File: config.mk
export PLATFORM = sky130hd
export DESIGN_NAME = output_ni_ser
export DESIGN_NICKNAME = d
export VERILOG_FILES = /design/src/rtl/output_ni_ser.sv
export SDC_FILE = /design/constraint.sdc
export NUM_CORES = 1
export LEC_CHECK = 0
export BUFFER_PORTS_ARGS = -buffer_cell sky130_fd_sc_hd__clkbuf_2
export CORE_UTILIZATION = 43
export CTS_BUF_LIST = sky130_fd_sc_hd__clkbuf_4 sky130_fd_sc_hd__clkbuf_8
export CTS_CLUSTER_DIAMETER = 30
export DETAILED_ROUTE_END_ITERATION = 8
export PLACE_DENSITY = 0.83
export SLEW_MARGIN = 20
export SYNTH_ARGS = -nofsm -noshare
export SYNTH_HDL_FRONTEND = slang
export SYNTH_SLANG_ARGS = --single-unit
export TNS_END_PERCENT = 30
File: constraint.sdc
create_clock -name clk -period 2.5 [get_ports clk]
set_input_delay 0.375 -clock clk [delete_from_list [all_inputs] [get_ports clk]]
set_output_delay 0.375 -clock clk [all_outputs]
set_load 0.05 [all_outputs]
File: src/rtl/output_ni_ser.sv
`default_nettype none
// ============================================================================
//  Module   : output_ni_ser
//  Function : Output network-interface serializer. Accepts one granted flit
//             (one VN slice of the candidate inputs), breaks it into phits
//             sent LSB first, and tracks per-VC downstream credits.
//  Revision : 1.0  initial release
// ============================================================================
module output_ni_ser #(
  parameter int ID             = 0,
  parameter int FLIT_SIZE      = 64,
  parameter int FLIT_TYPE_SIZE = 2,
  parameter int PHIT_SIZE      = 16,
  parameter int NUM_VC         = 2,
  parameter int NUM_VN         = 3,
  parameter int BROADCAST_SIZE = 5,
  parameter int CREDITS        = 2,
  localparam int NUM_PHITS     = FLIT_SIZE / PHIT_SIZE,
  localparam int NUM_VN_X_VC   = NUM_VN * NUM_VC,
  localparam int BITS_VN_X_VC  = (NUM_VN_X_VC > 1) ? $clog2(NUM_VN_X_VC) : 1,
  localparam int CW            = $clog2(CREDITS + 1)
) (
  input  logic                               clk,
  input  logic                               rst_p,
  input  logic [NUM_VN*FLIT_SIZE-1:0]        Pre_Flit,
  input  logic [NUM_VN*FLIT_TYPE_SIZE-1:0]   Pre_FlitType,
  input  logic [NUM_VN*BROADCAST_SIZE-1:0]   Pre_BroadcastFlit,
  input  logic [NUM_VN_X_VC-1:0]             GRANTS,
  input  logic [BITS_VN_X_VC-1:0]            vc_selected,
  input  logic                               credit_in,
  input  logic [BITS_VN_X_VC-1:0]            credit_vc,
  output logic                               ready,
  output logic [NUM_VN_X_VC-1:0]             credit_avail,
  output logic                               free_VC,
  output logic [BITS_VN_X_VC-1:0]            vc_to_release,
  output logic [PHIT_SIZE-1:0]               PhitOut,
  output logic                               PhitLast,
  output logic [FLIT_TYPE_SIZE-1:0]          FlitTypeOut,
  output logic [BROADCAST_SIZE-1:0]          BroadcastFlitOut,
  output logic [BITS_VN_X_VC-1:0]            VC_out,
  output logic                               Valid
);

  localparam int PW = (NUM_PHITS > 1) ? $clog2(NUM_PHITS) : 1;

  localparam logic [0:0] S_IDLE = 1'b0;
  localparam logic [0:0] S_SEND = 1'b1;

  // Flit type codes that end a packet and therefore release the VC
  localparam logic [FLIT_TYPE_SIZE-1:0] TYPE_TAIL        = FLIT_TYPE_SIZE'(2);
  localparam logic [FLIT_TYPE_SIZE-1:0] TYPE_HEADER_TAIL = FLIT_TYPE_SIZE'(3);

  // ID identifies the node but does not alter serializer behaviour
  if (ID < 0) begin : g_id_range
  end

  logic [0:0]                state_q, state_d;
  logic [PW-1:0]             phit_q, phit_d;
  logic [FLIT_SIZE-1:0]      flit_q;
  logic [FLIT_TYPE_SIZE-1:0] type_q;
  logic [BROADCAST_SIZE-1:0] bc_q;
  logic [BITS_VN_X_VC-1:0]   vc_q;
  logic [CW-1:0]             credit_q [NUM_VN_X_VC];

  logic [FLIT_SIZE-1:0]      sel_flit;
  logic [FLIT_TYPE_SIZE-1:0] sel_type;
  logic [BROADCAST_SIZE-1:0] sel_bc;
  logic                      vc_has_credit;
  logic                      last_phit;
  logic                      accept;
  logic [PHIT_SIZE-1:0]      phits [NUM_PHITS];

  // Route the VN slice addressed by the one-hot grant (VN = index / NUM_VC)
  always_comb begin
    sel_flit = '0;
    sel_type = '0;
    sel_bc   = '0;
    for (int g = 0; g < NUM_VN_X_VC; g++) begin
      if (GRANTS[g]) begin
        sel_flit = Pre_Flit[(g / NUM_VC) * FLIT_SIZE +: FLIT_SIZE];
        sel_type = Pre_FlitType[(g / NUM_VC) * FLIT_TYPE_SIZE +: FLIT_TYPE_SIZE];
        sel_bc   = Pre_BroadcastFlit[(g / NUM_VC) * BROADCAST_SIZE +: BROADCAST_SIZE];
      end
    end
  end

  // Credit lookup for the selected VC; out-of-range VC numbers never have credit
  always_comb begin
    vc_has_credit = 1'b0;
    for (int v = 0; v < NUM_VN_X_VC; v++) begin
      if (vc_selected == BITS_VN_X_VC'(v)) vc_has_credit = (credit_q[v] != '0);
    end
  end

  assign last_phit     = (phit_q == PW'(NUM_PHITS - 1));
  assign ready         = (state_q == S_IDLE) || last_phit;
  assign accept        = (GRANTS != '0) && ready && vc_has_credit;
  assign free_VC       = accept && ((sel_type == TYPE_TAIL) || (sel_type == TYPE_HEADER_TAIL));
  assign vc_to_release = vc_selected;

  // Next-state: a new flit always restarts at phit 0, even on the last phit of the previous one
  always_comb begin
    state_d = state_q;
    phit_d  = phit_q;
    if (accept) begin
      state_d = S_SEND;
      phit_d  = '0;
    end else if (state_q == S_SEND) begin
      if (last_phit) begin
        state_d = S_IDLE;
        phit_d  = '0;
      end else begin
        phit_d = phit_q + PW'(1);
      end
    end
  end

  // FSM state and phit counter
  always_ff @(posedge clk or posedge rst_p) begin
    if (rst_p) begin
      state_q <= S_IDLE;
      phit_q  <= '0;
    end else begin
      state_q <= state_d;
      phit_q  <= phit_d;
    end
  end

  // Holding register loaded on every accepted grant
  always_ff @(posedge clk or posedge rst_p) begin
    if (rst_p) begin
      flit_q <= '0;
      type_q <= '0;
      bc_q   <= '0;
      vc_q   <= '0;
    end else if (accept) begin
      flit_q <= sel_flit;
      type_q <= sel_type;
      bc_q   <= sel_bc;
      vc_q   <= vc_selected;
    end
  end

  // Per-VC credit counters: simultaneous consume and return cancel out
  for (genvar v = 0; v < NUM_VN_X_VC; v++) begin : g_credit
    logic inc;
    logic dec;
    assign inc = credit_in && (credit_vc == BITS_VN_X_VC'(v));
    assign dec = accept && (vc_selected == BITS_VN_X_VC'(v));

    // Saturating increment on return, decrement on accept
    always_ff @(posedge clk or posedge rst_p) begin
      if (rst_p) begin
        credit_q[v] <= CW'(CREDITS);
      end else if (inc && !dec && (credit_q[v] != CW'(CREDITS))) begin
        credit_q[v] <= credit_q[v] + CW'(1);
      end else if (dec && !inc) begin
        credit_q[v] <= credit_q[v] - CW'(1);
      end
    end

    assign credit_avail[v] = (credit_q[v] != '0);
  end

  // Split the held flit into phits, phit 0 being the least significant slice
  for (genvar k = 0; k < NUM_PHITS; k++) begin : g_phit
    assign phits[k] = flit_q[k*PHIT_SIZE +: PHIT_SIZE];
  end

  assign Valid            = (state_q == S_SEND);
  assign PhitOut          = Valid ? phits[phit_q] : '0;
  assign PhitLast         = Valid && last_phit;
  assign FlitTypeOut      = Valid ? type_q : '0;
  assign BroadcastFlitOut = Valid ? bc_q   : '0;
  assign VC_out           = Valid ? vc_q   : '0;

endmodule
`default_nettype wire

======== Yosys cells after proc, flatten, opt, wreduce, memory -nomap -nowiden ========
Cells that the tools add are included.
cells by class
  add/sub/neg operators ................... 13
  order comparisons ....................... 1
  eq/ne operators ......................... 19
  muxes and demuxes ....................... 49
  bitwise gates (word level) .............. 2
  reduce and logical (&&, ||, !) cells .... 64
operators by type and width
  cell                                               count
  2-to-1 mux 64 bit                                  6
  2-to-1 mux 16 bit                                  3
  2-to-1 mux 2 bit                                   22
  2-to-1 mux 5 bit                                   7
  logical AND 1 bit                                  34
  binary-select mux 16 bit (select 2 bit)            1
  nonzero test 2 bit                                 13
  adder 2 x 1 -> 2 bit (second input constant)       7
  == test 3 x 2 -> 1 bit (second input constant)     4
  == test 3 bit (second input constant)              4
  logical NOT 1 bit                                  12
  != test 2 bit (second input constant)              6
  subtractor 2 x 1 -> 2 bit (second input constant)  6
  2-to-1 mux 1 bit                                   9
  == test 2 bit (second input constant)              3
  == test 3 x 1 -> 1 bit (second input constant)     2
  logical NOT 3 bit                                  2
  nonzero test 6 bit                                 1
  >= comparator 3 bit (second input constant)        1
  2-to-1 mux 3 bit                                   1
  inverter 2 -> 3 bit                                1
  logical OR 1 bit                                   2
  inverter 1 bit                                     1
word-level totals
  bits in registers ....................... 89
  output and inout port bits .............. 39
  word-level logic and storage cells ...... 160

======== Depth between registers and ports, before layout ========
  depth after elaboration ................. 13
  gate-level depth with buffers ........... 9
  mapped depth without buffers ............ 6

======== Least setup slack after synthesis ========
OpenSTA, ideal clock, no wires.
  path type ............................... reg2out
  start point ............................. register credit_q[1] (netlist name)
  end point ............................... output free_VC
  arrival ................................. 2.524 ns
  path slack .............................. -0.399 ns
  cell stages (with the launch flop) ...... 6
  path buffers ............................ 1
  path through ............................ dfstp_2 -> or2_2 -> a221oi_1 -> nand4bb_4 -> buf_6 -> nor3_1
between the ends
  word-level cells in the longest chain between the ends .. 4
ends and longest elaborated chain
  what                             RTL line  text
  start, declared                  63        logic [CW-1:0] credit_q [NUM_VN_X_VC];
  start signal, assigned by index  154       credit_q[v] <= CW'(CREDITS);
  start signal, assigned by index  156       credit_q[v] <= credit_q[v] + CW'(1);
  start signal, assigned by index  158       credit_q[v] <= credit_q[v] - CW'(1);
  nonzero test 2 bit               n/a
  named net credit_avail[5]        33        output logic [NUM_VN_X_VC-1:0] credit_avail,
  2-to-1 mux 1 bit                 91        if (vc_selected == BITS_VN_X_VC'(v)) vc_has_credit = (credit_q[v] != '0);
  logical AND 1 bit                97        assign accept = (GRANTS != '0) && ready && vc_has_credit;
  logical AND 1 bit                98        assign free_VC = accept && ((sel_type == TYPE_TAIL) || (sel_type == TYPE_HEADER_TAIL));
  end, declared                    34        output logic free_VC,
The timed path passes the listed nets, and every way through them passes these cells.

======== Worst setup path in the final report ========
  start point ............................. register phit_q[0]
  end point ............................... output PhitOut[13]
between the ends
  word-level cells in the longest chain between the ends .. 5
ends and longest elaborated chain
  what                                                  RTL line  text
  start, declared                                       58        logic [PW-1:0] phit_q, phit_d;
  start signal, assigned                                125       phit_q <= phit_d;
  inverter 2 -> 3 bit (implied by the code)             171       assign PhitOut = Valid ? phits[phit_q] : '0;
  binary-select mux 16 bit (select 2 bit)               171
  2-to-1 mux 16 bit (implied by the code) (2 in a row)  171
  2-to-1 mux 16 bit                                     171
  end, declared                                         36        output logic [PHIT_SIZE-1:0] PhitOut,
No other way between the ends. The select of a mux whose other input is x is not followed.

==> results.cfg <==
[detailed_routing]
wl_per_cell_um = 17.2
drcViolationCount = 0
viasPerCell = 5.54
routed_wl_um = 17300
ant_nets = 0
drtPass1Iterations = 5
vias = 5556
drt_iter0_drc = 342

[critical_path]
reg2regPathDepth = 5
worst_r2r_startpoint = credit_q[0]
worst-endpoint-required_ns = 2.12
r2r_slack_ns = 0.38
reg2reg_to = vc_q[0]
critPathLaunchType = flop
worstPathArrival_ns = 1.99
critical_path_class = reg -> out
crit_path_end_kind = output pin
crit_fanout = 18

[sta]
tightestPinTransition_ns = 0.812
period_needed_ns = 2.37
tns_ns = 0
skew_ns = 0.0228
relSlewSlack = 0.455
fmax_ghz = 0.422
finalHoldViolCount = 0
setup_viol = 0
setup_ws_ns = 0.132
hold_slack_ns = 0.296
finalMaxSlewViolations = 0
rsz0062_at_grt = false
period_share = 0.947

[synthesis]
yosysSeqAreaShare = 0.409
postSynth.asyncResetShare = 1.00
synthMuxAreaShare = 0.0756
synth_top_area_frac = 0.380
synthCells = 591
synth_fp_nets = 820
synth_simple_gate_area_frac = 0.154
synth_xor_xnor_area_share = 0
synth_cell_type_count = 48
synth_area_leader_cell = dfrtp_1
synth_edf_count = 0
syn_avg_cell_area_sq_um = 9.24
synth_top_family_by_area = compound AO/OA/AOI/OAI gates
yosysWarnings = 0
synthTopCellsByArea = dfrtp_1, a221o_1, o21ai_0, mux4_2, nand2_1
synthFlopType = dfrtp_1
synth-compound-area-share = 0.303
ys_ff_latch = 89
syn_area_sq_um = 5460
synth_fa_ha_area_frac = 0.00229

[die]
boundaryPins = 267
start_util = 0.447
rows = 40
die_h_um = 115
core_area_sq_um = 12200
die_w_um = 115
die_area_sq_um = 13200

[grt]
grt_max_degree = 149
grt_pass1_vias = 5251
antenna_found_initial = 0
grtUsageTotal = 0.261
grt_pass1_wl_um = 25900
grt_overflow = 0

[pwr]
pwr_density_cell_nw_per_um2 = 1100
peakVddDrop_mv = 0.530
p_switching_mw = 3.80
p_clk_frac = 0.131
comb_power_share = 0.541
internal-power_mw = 4.00
swShare = 0.487
power.leakage_nw = 3.40
seqPwrFrac = 0.328

[clocking]
path_clk_slew_ns = 0.12
cts-root-buf = clkbuf_8
htree_levels = 3
numClockSinks = 89
numCtsBuffers = 9
clkLatencyLatePin_ns = 0.38
cts_tree = built
ctsResizeCount = 0
clk_path_buf_depth = 2

[min_path]
min_path_type = in -> reg
hold-path-endpoint = flit_q[27]
hp-start = Pre_Flit[155]
hold_path_depth = 3

[placed_design]
io_buffers = 266
placed_cell_area_sq_um = 6890
hpwl_um = 13300
dp_slack_ns = 0.206
globalplace.congestion = 0.793

[finish]
fin_nets = 1059
syn2layout_area_growth_pct = 30.1
antenna_cells = 0
postLayoutCellArea_sq_um = 7110
layout-drive-gt1-share = 0.406

[job]
cap_violations = 0

[run_status]
status = completed
[per-layer routing]
layer,wire [um],share of wire,up-vias,track usage
met5,0,0,-,0
met4,142,0.0082,0,0.0632
met3,1070,0.062,10,0.0424
met2,8500,0.49,208,0.454
met1,7540,0.44,2630,0.342
li1,-,-,2708,-
[worst max-delay path, stage by stage, from the launching register on]
cell	delay, ns
dfrtp_1	0.36
buf_4	0.29
mux4_2	0.54
and2_1	0.18
clkbuf_2	0.24
[cell families (layout without fill, tap and decap cells)]
logic type / after synthesis / count (layout)
adder cells (fa/ha/maj): 1 / 1
AND/OR/NAND/NOR: 167 / 167
flip-flops: 89 / 89
AO/OA/AOI/OAI: 250 / 250
buffers and inverters: 63 / 307
multiplexers: 21 / 21
[power groups by stage]
stage / Sequential, mW / Clock [mW] / Combinational (mW)
floorplan: 2.45 / 0 / 3.31
global route: 2.65 / 1.09 / 4.60
detailed placement: 2.59 / 0 / 4.25
CTS: 2.56 / 1.03 / 4.26
global placement: 2.56 / 0 / 4.16
finish: 2.56 / 1.02 / 4.21
[final cells by class]
| class | instances | area [sq um] |
|---|---|---|
| Fill cell | 1154 | 5100 |
| Multi-Input combinational cell | 439 | 2940 |
| Sequential cell | 89 | 2230 |
| Timing Repair Buffer | 285 | 1490 |
| Tap cell | 168 | 210 |
| Clock buffer | 9 | 124 |
| Clock inverter | 7 | 78.8 |
| Inverter | 6 | 26.3 |
[per-stage QoR]
step,std cells,power [mW],util
floorplan,591,5.76,-
global placement,986,6.72,0.565
detailed placement,986,6.83,0.565
CTS,1003,7.85,0.582
global route,1003,8.35,0.582
finish,1003,7.79,0.582
[synth_stat cells, types with 3 or more instances]
library cell / count
clkbuf_1: 32
nor2_1: 15
o21ai_0: 131
and4_1: 4
nor2b_1: 4
buf_6: 3
a31oi_1: 4
mux4_2: 16
inv_1: 5
a21oi_1: 17
nor3_1: 6
mux2i_1: 3
and2_1: 29
dfrtp_1: 83
a221o_1: 70
dfstp_2: 6
nor3b_1: 4
or2_2: 8
nand2_1: 78
buf_4: 3
nand3_1: 8
o21ai_1: 15
buf_2: 15
[registers in the layout (all words and copies together) (netlist names)]
signal,cells
flit_q,64
credit_q,12
bc_q,5
vc_q,3
phit_q,2
type_q,2
Valid,1
[placed cells by master, fill, tap and decap left out, drive strengths merged, types with 3 or more instances in the layout]
master,n
and4,4
nor3,6
o21ai,146
inv,10
nor2b,4
mux2i,3
nand2,78
nor2,16
buf,18
or2,8
dfrtp,83
nand3,8
nor3b,4
clkbuf,275
dfstp,6
and2,29
a221o,70
a31oi,4
mux4,16
a21oi,17
[timing repair]
item | in CTS | in global routing
endpoints found under the hold margin | 3 | 0
buffers inserted | 0 | 0
hold buffers | 1 | 0
[worst max path at each step]
stage / slack (ns) / depth (start not counted) / end / startpoint
after detailed placement: 0.21 / 6 / vc_q[0] / vc_selected[0]
final: 0.13 / 4 / PhitOut[13] / phit_q[0]
after CTS: 0.1 / 4 / PhitOut[7] / phit_q[1]
after floorplan: 0.04 / 5 / free_VC / credit_q[1]
after global routing: 0.02 / 5 / free_VC / credit_q[5]
after global placement: 0.27 / 6 / vc_q[0] / vc_selected[1]
Power figures use the tool's default switching activity.
